--- src/rtl/bp_fe_bht_ctrl.sv ---
// BHT port controller: sweeps the counter RAM to weakly-not-taken after reset,
// then arbitrates one RAM port between prediction reads and queued counter updates.
module bp_fe_bht_ctrl #(
  parameter int unsigned bht_idx_width_p = 9,
  parameter int unsigned wq_els_p        = 2,
  parameter int unsigned starve_limit_p  = 4
) (
  input  logic                       clk_i,
  input  logic                       reset_n_i,
  output logic                       init_done_o,
  input  logic                       r_v_i,
  input  logic [bht_idx_width_p-1:0] r_idx_i,
  output logic                       r_ready_o,
  output logic                       r_v_o,
  output logic [1:0]                 r_cnt_o,
  input  logic                       w_v_i,
  input  logic [bht_idx_width_p-1:0] w_idx_i,
  input  logic [1:0]                 w_cnt_i,
  input  logic                       w_taken_i,
  output logic                       w_ready_o,
  output logic                       mem_v_o,
  output logic                       mem_w_o,
  output logic [bht_idx_width_p-1:0] mem_addr_o,
  output logic [1:0]                 mem_data_o,
  input  logic [1:0]                 mem_data_i
);

  localparam int unsigned idx_w_lp = bht_idx_width_p;
  localparam int unsigned cnt_w_lp = $clog2(wq_els_p + 1);
  localparam int unsigned st_w_lp  = $clog2(starve_limit_p + 1);

  typedef enum logic {e_init, e_run} state_e;

  state_e                r_state;
  logic [idx_w_lp-1:0]   r_init_cnt;
  logic                  r_init_done;
  logic [idx_w_lp-1:0]   r_q_idx [wq_els_p];
  logic [1:0]            r_q_cnt [wq_els_p];
  logic [cnt_w_lp-1:0]   r_q_count;
  logic [st_w_lp-1:0]    r_starve;
  logic                  r_rd_v;
  logic                  r_byp_v;
  logic [1:0]            r_byp_cnt;

  logic                  w_run, w_q_empty, w_q_full, w_force;
  logic                  w_rd_go, w_wr_go, w_enq;
  logic [1:0]            w_next_cnt;
  logic [cnt_w_lp-1:0]   w_enq_slot;
  logic                  w_byp_hit;
  logic [1:0]            w_byp_val;

  assign w_run     = (r_state == e_run);
  assign w_q_empty = (r_q_count == '0);
  assign w_q_full  = (r_q_count == cnt_w_lp'(wq_els_p));
  assign w_force   = w_run && !w_q_empty && (r_starve == st_w_lp'(starve_limit_p));
  assign w_rd_go   = w_run && !w_force && r_v_i;
  assign w_wr_go   = w_run && !w_q_empty && (w_force || !r_v_i);
  assign w_enq     = w_v_i && w_ready_o;
  assign w_enq_slot = w_wr_go ? (r_q_count - cnt_w_lp'(1)) : r_q_count;

  assign init_done_o = r_init_done;
  assign r_ready_o   = r_init_done && !w_force;
  assign w_ready_o   = r_init_done && !w_q_full;
  assign r_v_o       = r_rd_v;
  assign r_cnt_o     = r_rd_v ? (r_byp_v ? r_byp_cnt : mem_data_i) : 2'b00;

  // 2-bit saturating counter step
  always_comb begin
    w_next_cnt = w_cnt_i;
    if (w_taken_i) begin
      if (w_cnt_i != 2'b11) w_next_cnt = w_cnt_i + 2'b01;
    end else begin
      if (w_cnt_i != 2'b00) w_next_cnt = w_cnt_i - 2'b01;
    end
  end

  // Youngest live queue entry matching the read index; a head popped this cycle is already gone
  always_comb begin
    w_byp_hit = 1'b0;
    w_byp_val = 2'b00;
    for (int i = 0; i < int'(wq_els_p); i++) begin
      if ((i < int'(r_q_count)) && !(w_wr_go && (i == 0)) && (r_q_idx[i] == r_idx_i)) begin
        w_byp_hit = 1'b1;
        w_byp_val = r_q_cnt[i];
      end
    end
  end

  always_comb begin
    mem_v_o    = 1'b0;
    mem_w_o    = 1'b0;
    mem_addr_o = '0;
    mem_data_o = 2'b00;
    if (r_state == e_init) begin
      mem_v_o    = 1'b1;
      mem_w_o    = 1'b1;
      mem_addr_o = r_init_cnt;
      mem_data_o = 2'b01;
    end else if (w_wr_go) begin
      mem_v_o    = 1'b1;
      mem_w_o    = 1'b1;
      mem_addr_o = r_q_idx[0];
      mem_data_o = r_q_cnt[0];
    end else if (w_rd_go) begin
      mem_v_o    = 1'b1;
      mem_addr_o = r_idx_i;
    end
  end

  always_ff @(posedge clk_i or negedge reset_n_i) begin
    if (!reset_n_i) begin
      r_state     <= e_init;
      r_init_cnt  <= '0;
      r_init_done <= 1'b0;
    end else begin
      case (r_state)
        e_init: begin
          r_init_cnt <= r_init_cnt + idx_w_lp'(1);
          if (r_init_cnt == '1) begin
            r_state     <= e_run;
            r_init_done <= 1'b1;
          end
        end
        default: r_state <= e_run;
      endcase
    end
  end

  // Shift queue: slot 0 is the head; a pop shifts down, an enqueue lands behind the last live slot
  always_ff @(posedge clk_i or negedge reset_n_i) begin
    if (!reset_n_i) begin
      r_q_count <= '0;
      for (int i = 0; i < int'(wq_els_p); i++) begin
        r_q_idx[i] <= '0;
        r_q_cnt[i] <= 2'b00;
      end
    end else begin
      for (int i = 0; i < int'(wq_els_p); i++) begin
        if (w_enq && (int'(w_enq_slot) == i)) begin
          r_q_idx[i] <= w_idx_i;
          r_q_cnt[i] <= w_next_cnt;
        end else if (w_wr_go && (i < int'(wq_els_p) - 1)) begin
          r_q_idx[i] <= r_q_idx[i+1];
          r_q_cnt[i] <= r_q_cnt[i+1];
        end
      end
      case ({w_enq, w_wr_go})
        2'b10:   r_q_count <= r_q_count + cnt_w_lp'(1);
        2'b01:   r_q_count <= r_q_count - cnt_w_lp'(1);
        default: r_q_count <= r_q_count;
      endcase
    end
  end

  always_ff @(posedge clk_i or negedge reset_n_i) begin
    if (!reset_n_i) begin
      r_starve <= '0;
    end else if (w_q_empty || w_wr_go) begin
      r_starve <= '0;
    end else if (r_starve != st_w_lp'(starve_limit_p)) begin
      r_starve <= r_starve + st_w_lp'(1);
    end
  end

  always_ff @(posedge clk_i or negedge reset_n_i) begin
    if (!reset_n_i) begin
      r_rd_v    <= 1'b0;
      r_byp_v   <= 1'b0;
      r_byp_cnt <= 2'b00;
    end else begin
      r_rd_v    <= w_rd_go;
      r_byp_v   <= w_rd_go && w_byp_hit;
      r_byp_cnt <= w_byp_val;
    end
  end

endmodule
--- config.mk ---
export PLATFORM = sky130hd
export DESIGN_NAME = bp_fe_bht_ctrl
export DESIGN_NICKNAME = d
export VERILOG_FILES = /design/src/rtl/bp_fe_bht_ctrl.sv
export SDC_FILE = /design/constraint.sdc
export NUM_CORES = 1
export LEC_CHECK = 0
export BUFFER_PORTS_ARGS = -buffer_cell sky130_fd_sc_hd__buf_4
export CORE_MARGIN = 5
export CORE_UTILIZATION = 60
export DETAILED_ROUTE_END_ITERATION = 8
export GPL_TIMING_DRIVEN = 1
export PLACE_DENSITY = 0.85
export SLEW_MARGIN = 10
export SYNTH_ARGS = -nofsm -noshare
export SYNTH_HDL_FRONTEND = slang
export SYNTH_SLANG_ARGS = --single-unit
--- constraint.sdc ---
create_clock -name clk_i -period 3 [get_ports clk_i]
set_input_delay 0.6 -clock clk_i [delete_from_list [all_inputs] [get_ports clk_i]]
set_output_delay 0.6 -clock clk_i [all_outputs]
set_load 0.005 [all_outputs]
-- After elaboration in Yosys (flattened, before gate mapping)
Cells that the tools add are included.
- $add $sub $neg: 6
- order comparisons: 2
- equality and inequality tests: 10
- mux-type cells: 29
- bitwise logic cells: 1
- reduce and logical (&&, ||, !) cells: 28
- operators with widths (operator ; count):
    9-bit two-way mux ; 5
    2-bit two-way mux ; 12
    9-bit equality test ; 2
    1-bit logical AND ; 14
    9-bit by 1-bit adder with 9-bit output, second input constant ; 1
    9-bit equality test, second input constant ; 1
    1-bit two-way mux ; 9
    2-bit nonzero test ; 4
    2-bit equality test, second input constant ; 3
    3-bit two-way mux ; 2
    1-bit zero test ; 5
    2-bit by 1-bit adder with 2-bit output, second input constant ; 2
    2-bit zero test ; 2
    1-bit by 2-bit less-than comparator with 1-bit output, first input constant ; 2
    2-bit case mux with 2 select lines ; 1
    2-bit by 1-bit subtractor with 2-bit output, second input constant ; 2
    3-bit by 1-bit adder with 3-bit output, second input constant ; 1
    3-bit equality test, second input constant ; 1
    3-bit inequality test, second input constant ; 1
    2-bit by 1-bit equality test with 1-bit output, second input constant ; 1
    1-bit logical OR ; 2
    2-bit inequality test, second input constant ; 1
    2-bit AND reduction ; 1
    1-bit NOT ; 1
- register bits after elaboration: 42
- input bits: 27
- output and inout bits: 19
- logic and storage cells: 88

-- Longest topological paths before layout
- depth in word-level cells: 12
- mapped depth: 8
- mapped depth without buffers: 8

-- Worst setup path after synthesis
No wires, ideal clock.
- kind: reg2out
- from: register r_q_count[0]
- to: output mem_addr_o[2]
- arrival time: 1.649 ns
- data required time: 2.400 ns
- slack: 0.751 ns
- stages on the path, launching flop included: 9
- buffers on the path: 2
- cells stage by stage: dfrtp_1 -> inv_1 -> ha_1 -> clkbuf_1 -> nand4b_1 -> and2_1 -> clkbuf_1 -> a32oi_1 -> o21ai_0
- word-level cells in the longest chain between the ends: 10
- elaborated cells on any way between the ends: 12
- those cells by class: mux: 3; reduce/logical: 9
- ends and longest elaborated chain (what ; RTL line ; source):
    start: declaration ; 39 ; logic [cnt_w_lp-1:0] r_q_count;
    start signal: assignment ; 148 ; 2'b10: r_q_count <= r_q_count + cnt_w_lp'(1);
    start signal: assignment ; 149 ; 2'b01: r_q_count <= r_q_count - cnt_w_lp'(1);
    start signal: assignment ; 150 ; default: r_q_count <= r_q_count;
    2-bit zero test (*) ; 53 ; assign w_q_empty = (r_q_count == '0);
    1-bit zero test (*) ; 55, 57 ;
    1-bit logical AND (*) ; 55, 57 ;
    1-bit logical AND ; 55 ; assign w_force = w_run && !w_q_empty && (r_starve == st_w_lp'(starve_limit_p));
    1-bit zero test ; 56 ; assign w_rd_go = w_run && !w_force && r_v_i;
    1-bit logical AND (2 in a row) ; 56 ;
    9-bit two-way mux ; 104 ; end else if (w_rd_go) begin
    9-bit two-way mux (*) ; 99 ; end else if (w_wr_go) begin
    9-bit two-way mux (*) ; 94 ; if (r_state == e_init) begin
    end: declaration ; 23 ; output logic [bht_idx_width_p-1:0] mem_addr_o,
Mark *: on every way between the ends. The rest lies on a longest branch, timed or not.

-- Worst setup path in the final report
Same ends and word-level chain as after synthesis.

==> metrics.txt <==
average wire per standard cell around 16 um; number of antenna violations at the first check in global routing 0; number of warnings reported in the yosys synthesis log 0; Max Fanout on Critical Path 12; post-synthesis instance area 2480 um2; router iterations before antenna repair 4; Num CTS Buffers 5; routability congestion estimate from global placement ~0.85; number of library cell types mapped by synthesis 36; layout cells sized above 1 a little under a quarter; count of pins on the block boundary 46; ratio of routed vias to standard cells roughly 5.6; Startpoint Class flip-flop; VDD IR max 0.388 mV; GRT Total Usage 22.9%; DR vias between 1.5k and 2k; path category of the worst min-delay check input pin to async pin; setup repair after global routing missed its margin no; Detailed Place HPWL roughly 4300 um; TritonCTS clock tree built; post-synth top area cell dfrtp_1; data required time of the critical path 2400 ps; run status finished clean; setup violators final 0; site row count 23; clock insertion delay at the later pin of the skew report 290 ps; smallest setup slack after layout about 260 ps; post-detailed-route count of antenna-violating nets 0; top flip-flop cell by instance count after synthesis dfrtp_1; worst-case headroom to the max-slew limit around 64%; mean instance size in the synthesized netlist 10.2 um2; initial core utilization between 60% and 70%; via count of the first global-routing pass about 2k; number of clock sinks 42; GRT Residual Overflow 0; fraction of synthesized cell area taken by the top area cell type between 40% and 50%; Syn Nets ~280; Sum Neg Setup Slack 0 ps; placement-stage worst setup slack 599 ps; clock transition at the register clock pins on the worst setup and hold paths after CTS 80 ps; number of nets in the layout approximately 330; Die ar. approximately 5500 um2; fraction of registers with async set or reset after synthesis 100%; area growth from synthesis to final layout 19.9%; kind of end point of the critical path primary output; synthesized netlist cell count ~240; count of routing violations after the opening detailed-route iteration roughly 100; die height about 74 um; detailed-route DRC error count 0; Die Wd 74.3 um; leakage dissipation roughly 1.4 nW; postcts setup bufs 0; number of flip-flops and latches in the synthesized netlist between 40 and 50; crit path DAT 2140 ps; number of max-cap violations 0; power density over cell area about 370 nW/um2; maximum clock frequency 0.364 GHz; Post-synth EDFFs 0; number of failing hold endpoints at the final stage 0; number of hold-repair buffers added at the cts stage 0; Resized Gates After CTS 0; antenna diode count 0; min cycle time layout around 2700 ps; pin count of the biggest net entering global routing 43; total core area between 4000 and 5000 um2; sequential element share of the synthesized area a little over two fifths; port buffer count 45; final worst clock skew just over 6 ps; Critical Setup Path Class flip-flop to primary output; slew of the pin with the lowest slew margin 537 ps; largest cells by area after synthesis dfrtp_1, mux2_1, xnor2_1; max-slew violation total from the final report 0; global-route wire length before repair between 9000 and 10000 um; Max clock buf depth 2; Root Buffer clkbuf_8; CTS H-Tree Depth 2; total wirelength of the detailed-routed design between 5000 and 6000 um; final cycle utilization of the critical path 91.5%
synthesized netlist by cell type, types with 5 or more instances:
master and instances:
dfrtp_1 42, a21oi_1 27, xnor2_1 26, mux2_1 21
nand2_1 13, nor2_1 13, mux2_2 10, nand2b_1 10
inv_1 9, ha_1 8, nand3_1 5, nand4_1 5
nor2b_1 5, o21ai_0 5
worst paths after layout:
path | slack [ps] | start | depth (start not counted) | to
max in group asynchronous | 2350 | reset_n_i | 1 | r_q_count[0]
hold / removal | 280 | reset_n_i | 1 | r_q_cnt[0]
setup / recovery | 260 | r_q_count[0] | 7 | mem_addr_o[2]
hold reg to reg | 490 | r_init_cnt[6] | 1 | r_init_cnt[6]
setup reg to reg | 710 | r_q_count[0] | 7 | r_q_idx[12]
min in group clk_i | 490 | r_init_cnt[6] | 1 | r_init_cnt[6]
state kept, by name, indices dropped and copies added (netlist names), 2 cells and up:
name,flops
r_byp_cnt,2
r_init_cnt,9
r_q_cnt,4
r_q_count,2
r_q_idx,18
r_starve,3
cell type report:
type	instances	area (um2)
clock buffer	6	72.6
clock inverter	2	37.5
fill	296	1030
inverter	10	37.5
multi-input combinational	183	1350
sequential	42	1050
tap	50	62.6
timing repair buffer	48	360
layout by cell type, fill, tap and decap left out, types with 2 or more instances in the layout:
| master | Yosys | layout |
|---|---|---|
| a21boi_1 | 2 | 2 |
| a21o_1 | 4 | 4 |
| a21oi_1 | 27 | 27 |
| and2_1 | 2 | 2 |
| and3_1 | 4 | 4 |
| buf_4 | 0 | 48 |
| clkbuf_8 | 0 | 5 |
| dfrtp_1 | 42 | 42 |
| ha_1 | 8 | 8 |
| inv_1 | 9 | 9 |
| mux2_1 | 21 | 21 |
| mux2_2 | 10 | 10 |
| mux2i_1 | 4 | 4 |
| nand2_1 | 13 | 13 |
| nand2b_1 | 10 | 10 |
| nand3_1 | 5 | 5 |
| nand4_1 | 5 | 5 |
| nor2_1 | 13 | 13 |
| nor2b_1 | 5 | 5 |
| nor3_1 | 2 | 2 |
| o211ai_1 | 2 | 2 |
| o21ai_0 | 5 | 5 |
| o22ai_1 | 2 | 2 |
| o31ai_1 | 2 | 2 |
| or3_1 | 2 | 2 |
| xnor2_1 | 26 | 26 |
| xor2_1 | 2 | 2 |
power breakdown:
| group | internal [mW] | switching [mW] |
|---|---|---|
| combinational | 0.0367 | 0.0395 |
| clock | 0.248 | 0.197 |
| sequential | 0.566 | 0.000469 |
worst max-delay path, stage by stage (launching register included):
cell      delay, ps
dfrtp_1         430
inv_1           110
ha_1            320
nand4b_1        240
and2_1          280
a32oi_1         230
o21ai_0         110
buf_4           150
metrics by stage:
step / instances / hold slack (ps) / area [um2] / power, mW / utilization, %
after global placement: 333 / 473 / 2860 / 0.653 / 71.6
after detailed placement: 333 / 483 / 2860 / 0.654 / 71.6
final: 341 / 275 / 2970 / 1.09 / 74.3
after floorplan: 244 / 304 / 2480 / 0.604 / -
after global routing: 341 / 315 / 2970 / 1.13 / 74.3
after CTS: 341 / 303 / 2970 / 1.09 / 74.3
cells by family after synthesis:
family / count (synthesis) / synth area share (%)
simple gates: 65 / 13.7
compound gates: 46 / 10.8
flops: 42 / 42.4
mux: 35 / 15.7
xor+xnor: 28 / 9.89
buf+inv: 19 / 3.08
fa+ha+maj: 9 / 4.44
layer usage:
layer | part of all wire (%) | wire length [um] | global-route usage [%] | vias up
li1 | - | - | - | 939
met1 | 41 | 2270 | 28.5 | 926
met2 | 52 | 2940 | 40.8 | 50
met3 | 6.3 | 354 | 5.54 | 6
met4 | 0.70 | 39 | 4.55 | 0
met5 | 0 | 0 | 0 | -
Note: power is estimated with default switching activity, not from simulation.
